<file path="src/rtl/timer_pkg.sv">
// Shared constants for the BCD countdown timer: digit width, FSM encoding, mode indices.
// Latency: n/a (package only).
// Backpressure: n/a (package only).
package timer_pkg;

    localparam int DIGIT_W = 4;
    localparam logic [DIGIT_W-1:0] BCD_ZERO = 4'h0;

    // FSM encoding kept as plain constants so older tools and netlists see stable codes
    localparam logic [2:0] ST_IDLE   = 3'd0;
    localparam logic [2:0] ST_LOADED = 3'd1;
    localparam logic [2:0] ST_RUN    = 3'd2;
    localparam logic [2:0] ST_PAUSED = 3'd3;
    localparam logic [2:0] ST_DONE   = 3'd4;

    // Mode indices (bit position in the one-hot mode_sel)
    localparam int MODE_DELICATE = 0;
    localparam int MODE_NORMAL   = 1;
    localparam int MODE_POWER    = 2;
    localparam int MODE_DRYER    = 3;

    // Digit 1 is the seconds-tens digit and counts modulo tens_mod; all others are decimal
    function automatic int digit_mod(input int k, input int tens_mod);
        return (k == 1) ? tens_mod : 10;
    endfunction

endpackage

</file>
<file path="src/rtl/bcd_down_digit.sv">
// One BCD down-counting digit with parallel load and borrow out to the next digit.
// Latency: value updates one cycle after load/dec_in; borrow_out is combinational.
// Backpressure: none; load has priority over dec_in every cycle.
module bcd_down_digit
    import timer_pkg::*;
#(
    parameter int MOD = 10
) (
    input  logic               clk,
    input  logic               rst,
    input  logic               load,
    input  logic [DIGIT_W-1:0] load_val,
    input  logic               dec_in,
    output logic [DIGIT_W-1:0] value,
    output logic               borrow_out
);

    logic [DIGIT_W-1:0] value_q;
    logic [DIGIT_W-1:0] value_d;

    // Next digit value: load wins, otherwise count down and wrap 0 -> MOD-1
    always_comb begin
        value_d = value_q;
        if (load) begin
            value_d = load_val;
        end else if (dec_in) begin
            if (value_q == BCD_ZERO) begin
                value_d = DIGIT_W'(MOD - 1);
            end else begin
                value_d = value_q - DIGIT_W'(1);
            end
        end
    end

    // Digit register, cleared by synchronous reset
    always_ff @(posedge clk) begin
        if (rst) begin
            value_q <= BCD_ZERO;
        end else begin
            value_q <= value_d;
        end
    end

    assign value      = value_q;
    assign borrow_out = dec_in & (value_q == BCD_ZERO);

endmodule

</file>
<file path="src/rtl/cycle_countdown_timer.sv">
// MM:SS BCD countdown for the wash/dry cycle: per-mode preset load, start/pause/resume, done flag.
// Latency: all outputs registered, reflecting controls one cycle after they are sampled.
// Backpressure: none; controls are sampled every cycle with priority pause > start > load.
module cycle_countdown_timer
    import timer_pkg::*;
#(
    parameter int NUM_DIGITS = 4,
    parameter int NUM_MODES  = 4,
    parameter int TENS_MOD   = 6,
    parameter logic [NUM_MODES*NUM_DIGITS*DIGIT_W-1:0] PRESETS =
        {16'h3000, 16'h2500, 16'h2000, 16'h1600}
) (
    input  logic                          CLK100MHZ,
    input  logic                          RST,
    input  logic                          tick_in,
    input  logic [NUM_MODES-1:0]          mode_sel,
    input  logic                          load,
    input  logic                          start,
    input  logic                          pause,
    output logic [NUM_DIGITS*DIGIT_W-1:0] digits,
    output logic                          running,
    output logic                          done,
    output logic                          load_err
);

    localparam int VAL_W = NUM_DIGITS * DIGIT_W;

    logic             tick_prev_q, tick_prev_d, tick_rise;
    logic [2:0]       state_q, state_d;
    logic             running_q, running_d;
    logic             done_q, done_d;
    logic             load_err_q, load_err_d;
    logic             mode_ok;
    logic [VAL_W-1:0] preset_sel;
    logic [VAL_W-1:0] ld_val;
    logic             ld_en;
    logic             dec_en;
    logic             underflow;
    logic             cur_zero;
    logic             next_zero;

    // Rising-edge detect on the slow tick level
    always_comb begin
        tick_prev_d = tick_in;
        tick_rise   = tick_in & ~tick_prev_q;
    end

    // One-hot check on mode_sel and selection of the matching preset word
    always_comb begin
        int ones;
        ones       = 0;
        preset_sel = '0;
        for (int m = 0; m < NUM_MODES; m++) begin
            if (mode_sel[m]) begin
                ones       = ones + 1;
                preset_sel = PRESETS[m*VAL_W +: VAL_W];
            end
        end
        mode_ok = (ones == 1);
    end

    // 00..01 is the only value whose decrement lands on all-zero
    assign cur_zero  = (digits == '0);
    assign next_zero = (digits == VAL_W'(1));

    // Counting happens only in RUN on a tick edge, and a same-cycle pause suppresses it
    assign dec_en = (state_q == ST_RUN) & tick_rise & ~pause;

    // Control FSM: pause > start > load, with the tick decrement evaluated alongside
    always_comb begin
        state_d    = state_q;
        ld_en      = 1'b0;
        ld_val     = preset_sel;
        load_err_d = 1'b0;
        if (pause) begin
            if (state_q == ST_RUN) begin
                state_d = ST_PAUSED;
            end
        end else begin
            if (start) begin
                case (state_q)
                    ST_LOADED: state_d = cur_zero ? ST_DONE : ST_RUN;
                    ST_PAUSED: state_d = ST_RUN;
                    default:   state_d = state_q;
                endcase
            end else if (load && (state_q != ST_RUN)) begin
                if (mode_ok) begin
                    state_d = ST_LOADED;
                    ld_en   = 1'b1;
                end else begin
                    load_err_d = 1'b1;
                end
            end
            // Underflow cannot occur from a nonzero RUN value; forcing zero keeps DONE at 00:00 regardless
            if (dec_en && (next_zero || underflow)) begin
                state_d = ST_DONE;
                ld_en   = 1'b1;
                ld_val  = '0;
            end
        end
        running_d = (state_d == ST_RUN);
        done_d    = (state_d == ST_DONE) && (state_q != ST_DONE);
    end

    // Control registers; tick_prev resets high so a tick already high is not seen as an edge
    always_ff @(posedge CLK100MHZ) begin
        if (RST) begin
            tick_prev_q <= 1'b1;
            state_q     <= ST_IDLE;
            running_q   <= 1'b0;
            done_q      <= 1'b0;
            load_err_q  <= 1'b0;
        end else begin
            tick_prev_q <= tick_prev_d;
            state_q     <= state_d;
            running_q   <= running_d;
            done_q      <= done_d;
            load_err_q  <= load_err_d;
        end
    end

    // Digit chain: digit 0 takes the decrement, each higher digit takes the borrow from below
    for (genvar k = 0; k < NUM_DIGITS; k++) begin : g_digit
        logic               dec_in;
        logic               borrow_out;
        logic [DIGIT_W-1:0] value;

        if (k == 0) begin : g_lsd
            assign dec_in = dec_en;
        end else begin : g_chain
            assign dec_in = g_digit[k-1].borrow_out;
        end

        bcd_down_digit #(
            .MOD(digit_mod(k, TENS_MOD))
        ) u_digit (
            .clk       (CLK100MHZ),
            .rst       (RST),
            .load      (ld_en),
            .load_val  (ld_val[k*DIGIT_W +: DIGIT_W]),
            .dec_in    (dec_in),
            .value     (value),
            .borrow_out(borrow_out)
        );

        assign digits[k*DIGIT_W +: DIGIT_W] = value;
    end

    assign underflow = g_digit[NUM_DIGITS-1].borrow_out;

    // Presets must be legal BCD for each digit's modulus
    for (genvar m = 0; m < NUM_MODES; m++) begin : g_chk_mode
        for (genvar k = 0; k < NUM_DIGITS; k++) begin : g_chk_digit
            if (int'(PRESETS[(m*NUM_DIGITS+k)*DIGIT_W +: DIGIT_W]) >= digit_mod(k, TENS_MOD)) begin : g_bad
                $fatal(1, "PRESETS mode %0d digit %0d is not below its modulus", m, k);
            end
        end
    end

    assign running  = running_q;
    assign done     = done_q;
    assign load_err = load_err_q;

endmodule
</file>
<file path="config.mk">
export PLATFORM = sky130hd
export DESIGN_NAME = cycle_countdown_timer
export DESIGN_NICKNAME = d
export VERILOG_FILES = /design/src/rtl/timer_pkg.sv /design/src/rtl/bcd_down_digit.sv /design/src/rtl/cycle_countdown_timer.sv
export SDC_FILE = /design/constraint.sdc
export NUM_CORES = 1
export LEC_CHECK = 0
export CAP_MARGIN = 25
export CORE_ASPECT_RATIO = 2
export CORE_MARGIN = 3
export CORE_UTILIZATION = 30
export DETAILED_ROUTE_END_ITERATION = 10
export GPL_TIMING_DRIVEN = 0
export PLACE_DENSITY = 0.6
export REMOVE_ABC_BUFFERS = 1
export SYNTH_ARGS = -nofsm -noshare
export SYNTH_HDL_FRONTEND = slang
export SYNTH_HIERARCHICAL = 1
export SYNTH_SLANG_ARGS = --single-unit
export TNS_END_PERCENT = 30
</file>
<file path="constraint.sdc">
create_clock -name CLK100MHZ -period 14 [get_ports CLK100MHZ]
set_clock_uncertainty 0.15 [all_clocks]
set_input_delay 2.8 -clock CLK100MHZ [delete_from_list [all_inputs] [get_ports CLK100MHZ]]
set_output_delay 2.8 -clock CLK100MHZ [all_outputs]
set_load 0.03 [all_outputs]
</file>
### Word level (Yosys, flattened, before mapping)

Index checks and enable logic that the tools add are counted.

| storage, ports and cells | value |
|---|---|
| register bits | 23 |
| output and inout bits | 19 |
| word-level logic and storage cells | 85 |

| operators by class | value |
|---|---|
| $add $sub $neg | 7 |
| equality and inequality tests | 9 |
| mux-type cells | 36 |
| bitwise operators | 10 |
| reduce and logical (&&, ||, !) cells | 14 |

Operators with widths:

| operator | count |
|---|---|
| $add A32 B2 Y32 const B | 3 |
| $mux W32 | 3 |
| $mux W16 | 5 |
| $mux W4 | 12 |
| $eq A32 B2 Y1 const B | 1 |
| $mux W3 | 7 |
| $eq A16 B1 Y1 const B | 1 |
| $logic_not A16 Y1 | 1 |
| $logic_not A4 Y1 | 4 |
| $sub A4 B1 Y4 const B | 4 |
| $mux W13 | 1 |
| $eq A3 B2 Y1 const B | 3 |
| $reduce_bool A2 Y1 | 4 |
| $and A1 B1 Y1 | 7 |
| $mux W1 | 7 |
| $pmux W3 S2 | 1 |
| $reduce_or A4 Y1 | 1 |
| $eq A3 B1 Y1 const B | 1 |
| $eq A3 B3 Y1 const B | 1 |
| $logic_and A1 B1 Y1 | 3 |
| $ne A3 B2 Y1 const B | 1 |
| $ne A3 B3 Y1 const B | 1 |
| $not A1 Y1 | 3 |
| $logic_or A1 B1 Y1 | 1 |

### Logic depth before layout (Yosys ltp)

| depth | value |
|---|---|
| depth in word-level cells | 15 |
| mapped depth | 19 |

### Cells and area by module

The synthesis kept the hierarchy.

Modules (own cells, without submodules):

| module | times used | cells an instance | area an instance (um^2) | seq. area each (um^2) |
|---|---|---|---|---|
| bcd_down_digit at g_digit[0].u_digit ... | 3 | 26 | 221.5 | 80.1 |
| cycle_countdown_timer | 1 | 79 | 636.9 | 140.1 |
| bcd_down_digit at g_digit[1].u_digit | 1 | 23 | 206.4 | 80.1 |

### Least setup slack after synthesis

OpenSTA, ideal clock, no wires.

| path | value |
|---|---|
| kind | input -> register |
| start point | input port pause |
| end point | register g_digit[0].u_digit.value_q[2] |
| data arrival time | 7.070 ns |
| required time | 13.755 ns |
| path slack | 6.684 ns |
| stages on the path | 18 |
| path buffers | 2 |
| path through | buf_2 > nor3b_1 > and2_1 > or3b_1 > nor3_2 > or3b_4 > nor3_1 > or3b_1 > nor3_2 > or3b_1 > nor3_2 > nand3_1 > o21ai_1 > nor2_1 > nor2_1 > clkbuf_1 > a21oi_1 > a221oi_1 |

| between the ends | value |
|---|---|
| longest elaborated chain between the ends | 11 |

RTL lines:

| element | RTL line | source |
|---|---|---|
| start: declaration | cycle_countdown_timer.sv:19 | `input logic pause,` |
| $not A1 Y1 * | cycle_countdown_timer.sv:67 | `assign dec_en = (state_q == ST_RUN) & tick_rise & ~pause;` |
| $and A1 B1 Y1 * | cycle_countdown_timer.sv:67 |  |
| named net dec_en | cycle_countdown_timer.sv:37 | `logic dec_en;` |
| $and A1 B1 Y1 * | bcd_down_digit.sv:45 | `assign borrow_out = dec_in & (value_q == BCD_ZERO);` |
| named net g_digit[0].borrow_out | cycle_countdown_timer.sv:125 | `logic borrow_out;` |
| $and A1 B1 Y1 * | bcd_down_digit.sv:45 |  |
| named net g_digit[1].borrow_out | cycle_countdown_timer.sv:125 |  |
| $and A1 B1 Y1 * | bcd_down_digit.sv:45 |  |
| named net g_digit[2].borrow_out | cycle_countdown_timer.sv:125 |  |
| $and A1 B1 Y1 * | bcd_down_digit.sv:45 |  |
| named net g_digit[3].borrow_out | cycle_countdown_timer.sv:125 |  |
| $logic_or A1 B1 Y1 * | cycle_countdown_timer.sv:95 | `if (dec_en && (next_zero \|\| underflow)) begin` |
| $logic_and A1 B1 Y1 * | cycle_countdown_timer.sv:95 |  |
| $mux W1 * | cycle_countdown_timer.sv:95 |  |
| $mux W1 * | cycle_countdown_timer.sv:75 | `if (pause) begin` |
| named net ld_en | cycle_countdown_timer.sv:36 | `logic ld_en;` |
| $mux W4 / $reduce_bool A2 Y1 (equally long branches) | n/a |  |
| end signal: assignment | bcd_down_digit.sv:40 | `value_q <= value_d;` |
| end: declaration | bcd_down_digit.sv:18 | `logic [DIGIT_W-1:0] value_q;` |

The timed path passes the listed nets; every way through them passes the cells marked *.
A chain may end at the register's enable or synchronous reset.

### Worst setup path in the final report

| path | value |
|---|---|
| start point | input port pause |
| end point | register g_digit[2].u_digit.value_q[2] |

| between the ends | value |
|---|---|
| longest elaborated chain between the ends | 11 |

RTL lines:

| element | RTL line |
|---|---|
| $not A1 Y1 * | cycle_countdown_timer.sv:67 |
| $and A1 B1 Y1 * | cycle_countdown_timer.sv:67 |
| named net dec_en | cycle_countdown_timer.sv:37 |
| $and A1 B1 Y1 * | bcd_down_digit.sv:45 |
| named net g_digit[0].borrow_out | cycle_countdown_timer.sv:125 |
| $and A1 B1 Y1 * | bcd_down_digit.sv:45 |
| named net g_digit[1].borrow_out | cycle_countdown_timer.sv:125 |
| $and A1 B1 Y1 * | bcd_down_digit.sv:45 |
| named net g_digit[2].borrow_out | cycle_countdown_timer.sv:125 |
| $and A1 B1 Y1 * | bcd_down_digit.sv:45 |
| named net g_digit[3].borrow_out | cycle_countdown_timer.sv:125 |
| $logic_or A1 B1 Y1 * | cycle_countdown_timer.sv:95 |
| $logic_and A1 B1 Y1 * | cycle_countdown_timer.sv:95 |
| $mux W1 * | cycle_countdown_timer.sv:95 |
| $mux W1 * | cycle_countdown_timer.sv:75 |
| named net ld_en | cycle_countdown_timer.sv:36 |
| $mux W4 / $reduce_bool A2 Y1 (equally long branches) | n/a |
| end signal: assignment | bcd_down_digit.sv:40 |
| end: declaration | bcd_down_digit.sv:18 |

Marked as above.

==> summary.md <==
| Metric | Value |
|---|---|
| Status | `finished, final reports clean` |
| WP buf/inv | `2` |
| Core footprint | `4730 um2` |
| CP max FO | `18` |
| Mapped cell area | `around 1500 um2` |
| Vias post-DR | `1,392` |
| Final Cycle Share | `about three fifths` |
| Vias per cell | `roughly 5` |
| Routed WL | `approximately 3.5 mm` |
| Full die area | `between 5000 and 6000 um2` |
| Ys async rst share | `0%` |
| CTS clock-pin slew for the worst setup and hold paths | `0.09 ns` |
| Yosys top cell area share | `about 30%` |
| Die H | `106 um` |
| Flops & latches, synth | `23` |
| EDFF count, synth | `0` |
| Yosys top cell by area | `dfxtp_1` |
| Leak | `roughly 0.71 nW` |
| Share of power burned in registers | `between 40% and 50%` |
| Setup bufs post-CTS | `0` |
| Clk_lat worst skew | `approximately 0.28 ns` |
| Net Sw Frac | `between 20% and 30%` |
| Drt drc | `0` |
| Hold Vio Cnt, Final | `0` |
| Commonest cells post-synth | `dfxtp_1, nor2_1, inv_1, a21oi_1` |
| Row count | `35` |
| Max_cap viols | `0` |
| Sequential area share after synthesis | `30.5%` |
| CTS Sinks | `23` |
| Placed cells | `267` |
| Count of non-filler cells in the finished layout | `roughly 270` |
| Starting Density | `approximately a third` |
| CP top delay family | `simple AND/OR/NAND/NOR gates` |
| Post-Syn Instances | `between 150 and 200` |
| CP max-delay cell | `clkdlybuf4s50_1` |
| Slew Limit Fails | `0` |
| P_int | `between 90 and 100 uW` |
| Slew HR | `41.3%` |
| Crit-path cells | `clkdlybuf4s50_1 > nor3b_1 > and2_1 > or3b_1 > nor3_2 > or3b_4 > nor3_1 > or3b_1 > nor3_2 > or3b_1 > nor3_2 > nand3_1 > o21ai_1 > nor2_1 > nor2_2 > buf_8 > a21oi_1 > a221oi_1` |
| Final #Nets | `approximately 230` |
| Crit-path max cell delay | `about 0.6 ns` |
| Switching power | `40.2 uW` |
| Critical Path RT | `roughly 14 ns` |
| Peak VDD IR | `0.0000342 V` |
| Root buffer cell | `clkbuf_8` |
| Power per cell area | `between 70 and 80 nW/um2` |
| GRT Total Usage | `~13%` |
| Top FF cell, synth | `dfxtp_1` |
| Yosys warns | `6` |
| ANT nets after route | `0` |
| Syn_area_per_cell | `8.38 um2` |
| Critical path endpoint category | `flip-flop` |
| Ant diodes | `0` |
| Synth area leaders | `dfxtp_1, nor2_1, inv_1` |
| Share of cells above drive strength 1 | `about a tenth` |
| Critical Path AT | `~8.5 ns` |
| Minimum clock period | `~8.4 ns` |
| Dpl hpwl | `2.61 mm` |
| Worst Max-Slew Pin Slew | `0.877 ns` |
| Initial DRC count | `17` |
| Htree depth | `1` |
| Distinct cells, synth | `51` |
| Grt ovf | `0` |
| Initial antenna violation count | `0` |
| Cts bufs inserted | `3` |
| Comb pwr share | `between 10% and 20%` |
| RSZ-0062 raised after global routing | `false` |
| Hold crit path type | `flip-flop to flip-flop` |
| Syn-to-layout area delta | `27.7%` |
| I/O pins | `29` |
| Largest net degree at the start of global routing | `23` |
| Setup crit start kind | `input port` |
| Final setup violation count | `0` |
| Post-cts resize count | `0` |
| First-pass GRT wire length | `a little over 6 mm` |
| CP Class | `input port to flip-flop` |
| Placer congestion estimate | `slightly above 0.7` |
| Clock share of power | `about a third` |
| Die Span X | `roughly 56 um` |
| Clock Tree Buf Depth | `2` |
| Max Freq | `roughly 120 MHz` |
| WL/cell | `between 10 and 15 um` |
| Most numerous cell in the Yosys netlist | `dfxtp_1` |
| CTS Hold Bufs | `0` |
| Vias in the first global route | `between 1,000 and 1,500` |
| Final TNS setup | `0 ns` |
| CTS tree | `yes` |
| Port buffer count | `28` |
| TritonRoute pass-1 iters | `4` |
[tightest hold or removal path, stage by stage (launching register included)]
cell	delay [ns]
dfxtp_1	0.37
nand2_1	0.08
a221oi_1	0.06
[final timing paths]
path | from | to | slack (ns) | depth (start not counted)
max | pause | g_digit[2].u_digit/value[2] | 5.57 | 18
min reg2reg | g_digit[0].u_digit/value[3] | g_digit[0].u_digit/value[2] | 0.40 | 2
max reg2reg | state_q[1] | g_digit[2].u_digit/value[2] | 8.13 | 17
min | g_digit[0].u_digit/value[3] | g_digit[0].u_digit/value[2] | 0.40 | 2
[layout make-up]
type / instances / area [um2]
multi-input cells: 145 / 996
well taps: 55 / 68.8
repair buffers: 29 / 295
clock inverters: 1 / 7.51
flip-flops and latches: 23 / 460
fillers: 493 / 2800
clock buffers: 3 / 41.3
inverters: 15 / 56.3
[sequential cells by signal (all words and copies together), names as in the netlist]
name                   flops
tick_prev_q                1
state_q                    3
g_digit.u_digit/value     16
done                       1
load_err                   1
running                    1
[metal layers]
metal	routed length (um)	share of wire (%)	GRT usage, %	up-vias
li1	-	-	-	708
met3	81	2.3	0.729	5
met2	1910	55	24.3	22
met1	1400	40	13.5	657
met4	70	2.0	5.60	0
met5	0	0	0	-
[power groups by stage]
| stage | Combinational [mW] | Sequential (mW) | Clock, mW |
|---|---|---|---|
| global route | 0.0285 | 0.0698 | 0.0487 |
| CTS | 0.0258 | 0.0694 | 0.0469 |
| detailed placement | 0.0257 | 0.0709 | 0 |
| floorplan | 0.0130 | 0.0730 | 0 |
| finish | 0.0254 | 0.0693 | 0.0444 |
| global placement | 0.0252 | 0.0709 | 0 |
[cell usage in the layout, fill, tap and decap left out, types with 4 or more instances in the layout]
| cell | instances |
|---|---|
| mux2i_1 | 4 |
| nor2b_1 | 9 |
| conb_1 | 11 |
| dfxtp_1 | 23 |
| a211oi_1 | 6 |
| nand2_1 | 9 |
| inv_1 | 15 |
| clkdlybuf4s50_1 | 28 |
| o21ai_0 | 6 |
| nor3_1 | 5 |
| xor2_1 | 5 |
| nor4b_1 | 4 |
| a21oi_1 | 10 |
| nor2_1 | 17 |
| ha_1 | 4 |
[metrics by stage]
step | setup slack [ns] | hold slack [ns] | power [mW] | utilization (%) | area [um2]
2_1_floorplan | 6.12 | 0.349 | 0.0859 | - | 1510
3_3_place_gp | 4.38 | 0.392 | 0.0961 | 39.3 | 1860
3_5_place_dp | 5.23 | 0.399 | 0.0966 | 39.7 | 1880
4_1_cts | 5.50 | 0.414 | 0.142 | 40.7 | 1930
5_1_grt | 4.96 | 0.444 | 0.147 | 40.7 | 1930
6_report | 5.57 | 0.403 | 0.139 | 40.7 | 1930
[cells by family after synthesis]
group / after synthesis / synth area share (%)
compound gates: 44 / 21.7
xor+xnor: 7 / 4.56
fa+ha+maj: 4 / 3.32
buf+inv: 22 / 6.06
flops: 23 / 30.5
mux: 5 / 4.15
other cells: 1 / 0.249
simple gates: 74 / 29.4
Power figures use the tool's default switching activity.
